--- src/rtl/bit_timing_controller.sv ---
// CAN bit-time sequencer: divides the clock into time quanta and walks SYNC/PROP/PHASE1/PHASE2,
// applying hard sync and once-per-bit resynchronisation corrections.
module bit_timing_controller #(
  parameter int unsigned BRP_WIDTH = 6
) (
  input  logic                 clock,
  input  logic                 reset,
  input  logic                 enable,
  input  logic [BRP_WIDTH-1:0] baud_rate_prescaler,
  input  logic [3:0]           propagation_segment,
  input  logic [3:0]           phase_segment_1,
  input  logic [3:0]           phase_segment_2,
  input  logic                 hard_sync_request,
  input  logic                 resync_required,
  input  logic [3:0]           resync_adjustment,
  input  logic                 resync_direction,
  output logic                 time_quantum_tick,
  output logic [1:0]           current_segment,
  output logic [4:0]           quanta_counter,
  output logic                 sample_point,
  output logic                 bit_start
);

  typedef enum logic [1:0] {
    SEG_SYNC   = 2'b00,
    SEG_PROP   = 2'b01,
    SEG_PHASE1 = 2'b10,
    SEG_PHASE2 = 2'b11
  } seg_t;

  seg_t                 r_seg;
  logic [BRP_WIDTH-1:0] r_prescaler;
  logic [4:0]           r_qc;
  logic                 r_tick;
  logic                 r_sample;
  logic                 r_bit_start;
  logic [3:0]           r_ps1_ext;
  logic [3:0]           r_ps2_cut;
  logic                 r_resync_used;

  logic                 w_wrap;
  logic [3:0]           w_ps1_nom;
  logic [3:0]           w_ps2_nom;
  logic [4:0]           w_ps1_eff;
  logic signed [5:0]    w_ps2_diff;
  logic [4:0]           w_ps2_eff;
  logic [5:0]           w_qc_next;
  logic                 w_seg_end;
  seg_t                 w_seg_next;
  logic                 w_accept_ext;
  logic                 w_accept_cut;

  always_comb begin
    w_wrap     = enable && (r_prescaler == baud_rate_prescaler);
    w_ps1_nom  = (phase_segment_1 == '0) ? 4'd1 : phase_segment_1;
    w_ps2_nom  = (phase_segment_2 == '0) ? 4'd1 : phase_segment_2;
    w_ps1_eff  = {1'b0, w_ps1_nom} + {1'b0, r_ps1_ext};
    // Signed headroom so an over-sized cut saturates at 1 tq instead of wrapping.
    w_ps2_diff = $signed({2'b00, w_ps2_nom}) - $signed({2'b00, r_ps2_cut});
    w_ps2_eff  = (w_ps2_diff < 6'sd1) ? 5'd1 : w_ps2_diff[4:0];
    w_qc_next  = {1'b0, r_qc} + 6'd1;

    w_seg_end  = 1'b0;
    w_seg_next = r_seg;
    unique case (r_seg)
      SEG_SYNC: begin
        w_seg_end  = 1'b1;
        w_seg_next = (propagation_segment == '0) ? SEG_PHASE1 : SEG_PROP;
      end
      SEG_PROP: begin
        w_seg_end  = (w_qc_next == {2'b00, propagation_segment});
        w_seg_next = SEG_PHASE1;
      end
      SEG_PHASE1: begin
        w_seg_end  = (w_qc_next >= {1'b0, w_ps1_eff});
        w_seg_next = SEG_PHASE2;
      end
      SEG_PHASE2: begin
        w_seg_end  = (w_qc_next >= {1'b0, w_ps2_eff});
        w_seg_next = SEG_SYNC;
      end
      default: begin
        w_seg_end  = 1'b0;
        w_seg_next = SEG_SYNC;
      end
    endcase

    w_accept_ext = enable && resync_required && !hard_sync_request && !r_resync_used &&
                   !resync_direction && ((r_seg == SEG_PROP) || (r_seg == SEG_PHASE1));
    w_accept_cut = enable && resync_required && !hard_sync_request && !r_resync_used &&
                   resync_direction && (r_seg == SEG_PHASE2);
  end

  always_ff @(posedge clock) begin
    if (reset || !enable) begin
      r_prescaler   <= '0;
      r_seg         <= SEG_SYNC;
      r_qc          <= '0;
      r_tick        <= 1'b0;
      r_sample      <= 1'b0;
      r_bit_start   <= 1'b0;
      r_ps1_ext     <= '0;
      r_ps2_cut     <= '0;
      r_resync_used <= 1'b0;
    end else if (hard_sync_request) begin
      r_prescaler   <= '0;
      r_seg         <= SEG_SYNC;
      r_qc          <= '0;
      r_tick        <= 1'b0;
      r_sample      <= 1'b0;
      r_bit_start   <= 1'b1;
      r_ps1_ext     <= '0;
      r_ps2_cut     <= '0;
      r_resync_used <= 1'b0;
    end else begin
      r_tick      <= w_wrap;
      r_sample    <= 1'b0;
      r_bit_start <= 1'b0;
      if (w_accept_ext) begin
        r_ps1_ext     <= resync_adjustment;
        r_resync_used <= 1'b1;
      end
      if (w_accept_cut) begin
        r_ps2_cut     <= resync_adjustment;
        r_resync_used <= 1'b1;
      end
      if (w_wrap) begin
        r_prescaler <= '0;
        if (w_seg_end) begin
          r_seg <= w_seg_next;
          r_qc  <= '0;
          if (w_seg_next == SEG_PHASE2) r_sample <= 1'b1;
          // New bit: clearing here overrides any correction accepted in this same cycle.
          if (w_seg_next == SEG_SYNC) begin
            r_bit_start   <= 1'b1;
            r_ps1_ext     <= '0;
            r_ps2_cut     <= '0;
            r_resync_used <= 1'b0;
          end
        end else begin
          r_qc <= w_qc_next[4:0];
        end
      end else begin
        r_prescaler <= r_prescaler + BRP_WIDTH'(1);
      end
    end
  end

  assign time_quantum_tick = r_tick;
  assign current_segment   = r_seg;
  assign quanta_counter    = r_qc;
  assign sample_point      = r_sample;
  assign bit_start         = r_bit_start;

endmodule

--- config.mk ---
export PLATFORM = sky130hd
export DESIGN_NAME = bit_timing_controller
export DESIGN_NICKNAME = d
export VERILOG_FILES = /design/src/rtl/bit_timing_controller.sv
export SDC_FILE = /design/constraint.sdc
export NUM_CORES = 1
export LEC_CHECK = 0
export ABC_AREA = 1
export CORE_AREA = 2 2 85 87
export DETAILED_ROUTE_END_ITERATION = 8
export DIE_AREA = 0 0 87 89
export PLACE_DENSITY = 0.48
export SETUP_SLACK_MARGIN = 0.4
export SYNTH_ARGS = -nofsm -noshare
export SYNTH_HDL_FRONTEND = slang
export SYNTH_SLANG_ARGS = --single-unit
--- constraint.sdc ---
create_clock -name clock -period 7.45 [get_ports clock]
set_input_delay 1.49 -clock clock [delete_from_list [all_inputs] [get_ports clock]]
set_output_delay 1.49 -clock clock [all_outputs]
set_load 0.1 [all_outputs]
==> qor.tcl <==
set qor(cp-startpoint) {phase_segment_2[1]}
set qor(fin_skew_ns) 0.00249
set qor(cts.sink_count) 25
set qor(tritoncts_clock_tree) {done}
set qor(post-route-drc-count) 0
set qor(finalCriticalPeriod_ns) 4.84
set qor(syn-num-nets) 333
set qor(post_cts.repair.setup_buffers) 0
set qor(vias_in_the_first_global_route) 1664
set qor(end_kind) {register}
set qor(clock_tree.htree_level_count) 1
set qor(power.share.switching_pct) 24.9
set qor(synthesis.yosys.warnings) 0
set qor(cts_root_buffer) {sky130_fd_sc_hd__clkbuf_8}
set qor(r2r-start) {r_ps2_cut[0]}
set qor(synthCells) 277
set qor(layout_common_cells) {sky130_fd_sc_hd__nand2_1, sky130_fd_sc_hd__inv_1, sky130_fd_sc_hd__clkdlybuf4s50_1}
set qor(post_cts_hold_buffer_count) 0
set qor(final_layout_size_suffix_gt1_share_pct) 9.21
set qor(dp.final_hpwl_um) 3670
set qor(async_flop_share_pct) 0
set qor(clock_slew_at_the_register_clock_pins_of_the_worst_setup_and_hold_paths_ns) 0.09
set qor(placement.io_buffers) 37
set qor(drt_pass1_iterations) 4
set qor(unrepaired_setup_endpoints_after_global_routing) {no}
set qor(wire_per_inst_um) 11.1
set qor(timing_max_transition_violations_final) 0
set qor(post_synth.cell_area_avg_um2) 7.12
set qor(clk_latency_ns) 0.26
set qor(internal-power_uw) 195
set qor(number_of_antenna_violations_at_the_first_check_in_global_routing) 0
set qor(timing.final.setup_violations) 0
set qor(core_region_area_um2) 6720
set qor(maxCapViolations) 0
set qor(die_width_um) 87
set qor(clock_tree.buffer_depth) 2
set qor(tightest_slew_ns) 0.982
set qor(run_status) {finished clean}
set qor(core.rowCount) 30
set qor(routed_vias) 1748
set qor(power.share.clock_pct) 31.3
set qor(die_h_um) 89
set qor(required_ns) 7.66
set qor(nFillCells) 728
set qor(syn-cell-area_um2) 1970
set qor(hold_path_startpoint) {r_prescaler[0]}
set qor(synth_seq_area_share_pct) 25.4
set qor(global_route.usage.total_pct) 12.1
set qor(start_kind) {input pin}
set qor(final_design_utilization_pct) 36.8
set qor(maximum_number_of_pins_on_one_net_before_global_route_repair) 14
set qor(num_io_pins) 38
set qor(dieArea_um2) 7740
set qor(final_min_period_over_clock_period_pct) 65.0
set qor(pwr-share-seq_pct) 51.8
set qor(final_common_cell) {sky130_fd_sc_hd__nand2_1}
set qor(numCtsBuffers) 3
set qor(cts.repair.resized) 0
set qor(syn2layout_area_growth_pct) 25.2
set qor(worst_ep_arrival_time_ns) 5.05
set qor(synth_flop_cell) {sky130_fd_sc_hd__dfxtp_1}
set qor(setup_slack_ns) 2.61
set qor(drt.antenna.violating_nets) 0
set qor(worst_slew_margin_rel_pct) 34.3
set qor(synth_enable_flop_cells) 0
set qor(finalNetCount) 372
set qor(gp_congestion) 0.739
set qor(n_antenna_cell) 0
set qor(p_per_area_nw_per_um2) 105
set qor(max-vdd-ir-drop_mv) 0.0595
set qor(postSynthRegisterBits) 25
set qor(hp-class) {register to register}
set qor(start_util_pct) 29.4
set qor(finalSetupTns_ns) 0
set qor(grt_pass1_wl_um) 7440
set qor(detail_route.wirelength_um) 4370
set qor(globalRoute.totalOverflow) 0
set qor(post_drt_via_cell_ratio) 4.43
set qor(unique_masters_post_synth) 31
set qor(clock.fmax_mhz) 207
set qor(total_count_of_hold_check_failures_in_the_final_report) 0
set qor(first_iter_violations) 62
set qor(worstPathMaxFanout) 7
set qor(setup_slack_after_placement_ns) 2.31
set qor(kind_of_critical_path) {input pin to register}
set qor(pwr-share-comb_pct) 16.9
set qor(power.net_switching_uw) 64.7
set qor(cellLeakagePower_nw) 1.14
-- power by group through the flow --
stage	sequential, mW	clock, mW	combinational, mW
5_1_grt	0.135	0.0910	0.0493
2_1_floorplan	0.139	0	0.0203
6_report	0.134	0.0812	0.0437
3_3_place_gp	0.138	0	0.0439
4_1_cts	0.134	0.0843	0.0444
3_5_place_dp	0.138	0	0.0441
-- through the flow --
step	power, mW	cells	hold WS, ns	instance area [um^2]
floorplan	0.160	277	0.417	1970
global route	0.275	395	0.468	2470
CTS	0.263	395	0.455	2470
global placement	0.181	391	0.436	2420
detailed placement	0.182	391	0.443	2420
finish	0.259	395	0.453	2470
-- worst max-delay path, cell delays in order --
cell,delay (ns)
sky130_fd_sc_hd__clkdlybuf4s50_1,0.47
sky130_fd_sc_hd__nor3_1,0.20
sky130_fd_sc_hd__nor2_1,0.06
sky130_fd_sc_hd__ha_1,0.17
sky130_fd_sc_hd__inv_1,0.08
sky130_fd_sc_hd__fa_1,0.43
sky130_fd_sc_hd__inv_1,0.07
sky130_fd_sc_hd__nand2_1,0.05
sky130_fd_sc_hd__nor4_1,0.30
sky130_fd_sc_hd__ha_1,0.29
sky130_fd_sc_hd__inv_1,0.10
sky130_fd_sc_hd__nand2_1,0.06
sky130_fd_sc_hd__ha_1,0.26
sky130_fd_sc_hd__o21ai_0,0.18
sky130_fd_sc_hd__nand2_1,0.07
sky130_fd_sc_hd__nand2_1,0.06
sky130_fd_sc_hd__nand2_1,0.04
sky130_fd_sc_hd__nand2_1,0.05
sky130_fd_sc_hd__nand2_1,0.05
sky130_fd_sc_hd__nand2_1,0.10
sky130_fd_sc_hd__nand3_4,0.13
sky130_fd_sc_hd__nand3_4,0.13
sky130_fd_sc_hd__nand2_4,0.10
sky130_fd_sc_hd__nor2_2,0.10
-- state kept, by name, indices dropped and copies added (netlist names) --
signal             count
r_resync_used          1
r_ps1_ext              4
current_segment        2
r_prescaler            6
r_ps2_cut              4
quanta_counter         5
sample_point           1
time_quantum_tick      1
bit_start              1
-- final timing paths --
path	to	slack, ns	cells after the start
worst max-delay path	r_ps1_ext[1]	2.61	24
worst min-delay path	r_prescaler[0]	0.45	1
worst min register to register	r_prescaler[0]	0.45	1
worst max register to register	r_ps1_ext[1]	4.19	20
-- cell families after synthesis --
group,count (synthesis),share of synthesized area [%]
compound gates,30,8.12
buf+inv,53,10.5
xor+xnor,7,3.11
flops,25,25.4
simple gates,131,32.9
mux,3,1.52
fa+ha+maj,28,18.5
-- final cells by class --
type / count / area [um^2] / share of cell area (%)
clock buffer: 4 / 45.0 / 1.82
inverter: 50 / 188 / 7.60
multi-input combinational: 199 / 1270 / 51.3
sequential: 25 / 500 / 20.3
tap: 80 / 100 / 4.05
timing repair buffer: 37 / 370 / 15.0
-- routing by layer --
metal,vias up,track usage (%),share of wire (%)
li1,957,-,-
met2,25,19.6,44
met4,0,3.98,0.92
met1,764,16.5,52
met5,-,0,0
met3,2,1.75,2.8
-- cells in the mapped netlist, types with 3 or more instances --
library cell,n,area (um^2)
sky130_fd_sc_hd__nor2_1,21,78.8
sky130_fd_sc_hd__ha_1,26,325
sky130_fd_sc_hd__mux2i_1,3,30.0
sky130_fd_sc_hd__dfxtp_1,25,500
sky130_fd_sc_hd__nor3_1,4,20.0
sky130_fd_sc_hd__nor2_2,7,43.8
sky130_fd_sc_hd__a21oi_1,14,70.1
sky130_fd_sc_hd__o21ai_0,11,55.1
sky130_fd_sc_hd__nand3_1,16,80.1
sky130_fd_sc_hd__xor2_1,5,43.8
sky130_fd_sc_hd__inv_1,48,180
sky130_fd_sc_hd__or2_2,5,31.3
sky130_fd_sc_hd__nand2_1,60,225
sky130_fd_sc_hd__nand4_1,5,31.3
Power figures use the tool's default switching activity.
==> variant: new RTL, config.mk and constraints unchanged <==
Add an input register stage for `baud_rate_prescaler`, without a reset; this delays it by one clock. The other inputs are not delayed to match.
--- a/src/rtl/bit_timing_controller.sv
+++ b/src/rtl/bit_timing_controller.sv
@@ -30,2 +30,8 @@
 
+  logic [BRP_WIDTH-1:0] baud_rate_prescaler_q;
+
+  always_ff @(posedge clock) begin
+    baud_rate_prescaler_q <= baud_rate_prescaler;
+  end
+
   seg_t                 r_seg;
@@ -53,3 +59,3 @@
   always_comb begin
-    w_wrap     = enable && (r_prescaler == baud_rate_prescaler);
+    w_wrap     = enable && (r_prescaler == baud_rate_prescaler_q);
     w_ps1_nom  = (phase_segment_1 == '0) ? 4'd1 : phase_segment_1;
Behaviour: not the same (Yosys sat finds a counterexample within 4 cycles, from zero or initial values).
==> variant against the original RTL <==
Cell area up 6.9%. Sequential cell count up 6. Combinational power is 3% lower. Setup slack better by 120 ps. Synthesized area rose by 4.5%. Total power grew 45%. Critical path depth unchanged. Die area is the same. First-iteration DRC count is 24% higher. Clock skew grew 2.6 ps. Cell count up 4.6%. Wire length rose by 4.7%. Highest routed layer unchanged.
==> variant: results (changes against the original RTL) <==
power_and_ir_drop:
  power.switching_mw: 0.0848  # was 0.0647 mW
  vdd_drop_max_v: 0.0000896  # was 0.0000595 V
  clk-power_mw: 0.164  # was 0.0812 mW
  p_comb_share_pct: 11.3  # was 16.9%
  finalPower_mw: 0.375  # was 0.259 mW
  p_leak_nw: 1.23  # was 1.14 nW
timing:
  fin_hold_ws_ps: 447  # was 453 ps
  worst-slew-pin-transition_ps: 979  # was 982 ps
  skew_ps: 5.11  # was 2.49 ps
placed_design:
  hpwl_um: 3710  # was 3670 um
  dp_slack_ps: 2390  # was 2310 ps
  place_area_um2: 2530  # was 2420 um^2
  gp_congestion: 0.818  # was 0.739
synth:
  synth_compound_area_share_pct: 8.07  # was 8.12%
  synth.distinct_cells: 28  # was 31
  yosys-top-cells-count: "nand2_1, inv_1, dfxtp_1"  # was nand2_1, inv_1, ha_1
  synth_adder_area_share_pct: 17.7  # was 18.5%
  synth_xor_area_share_pct: 3.40  # was 3.11%
  syn_nets: 346  # was 333
  synth_area_leaders: "dfxtp_1, ha_1, nand2_1, inv_1, nand3_1"  # unchanged
  synthCells: 290  # was 277
cells_and_area:
  drive_gt1_share_pct: 7.51  # was 9.21%
  final_cells: 413  # was 395
  finalNetCount: 388  # was 372
cts:
  htreeDepth: 2  # was 1
  cts_made_buffers: 5  # was 3
routing:
  wl_met2_um: 2020  # was 1930 um
  viasPerCell: 4.40  # was 4.43
  drt-met1-wl_um: 2380  # was 2280 um
  met3_wirelength_um: 142  # was 122 um
  drt-initial-drc-count: 77  # was 62
  wl_per_cell_um: 11.1  # about the same
global_route:
  grt_max_degree: 16  # was 14
  use_met2_pct: 21.4  # was 19.6%
  grt_pass1_wl_um: 8000  # was 7440 um
  use_met3_pct: 2.49  # was 1.75%
worst_setup_path:
  path_max_fanout: 10  # was 7
  rr_endpoint: "r_ps1_ext[2]"  # was r_ps1_ext[1]
status:
  status: "completed"  # unchanged
-- variant: critical path, stage by stage --
cell and delay [ps]:
clkdlybuf4s50_1 480, nor3_1 210, nor2_1 60, ha_1 170, inv_1 80, fa_1 430, inv_1 70, nand2_1 40
nor4_1 270, ha_1 280, inv_1 100, nand2_1 60, ha_1 260, o21ai_0 160, nand2_1 70, nand2_1 50
nand2_1 40, nand2_1 50, nand2_1 50, nand2_1 90, nand3_4 130, nand3_4 150, nand3_1 90, inv_1 50
-- variant: area by class of cell --
class / instances / area [um^2] / share of cell area, %
tap: 80 / 100 / 3.79
sequential: 31 / 621 / 23.5
clock buffer: 5 / 68.8 / 2.61
timing repair buffer: 38 / 378 / 14.3
clock inverter: 3 / 43.8 / 1.66
inverter: 54 / 203 / 7.68
multi-input combinational: 202 / 1230 / 46.4
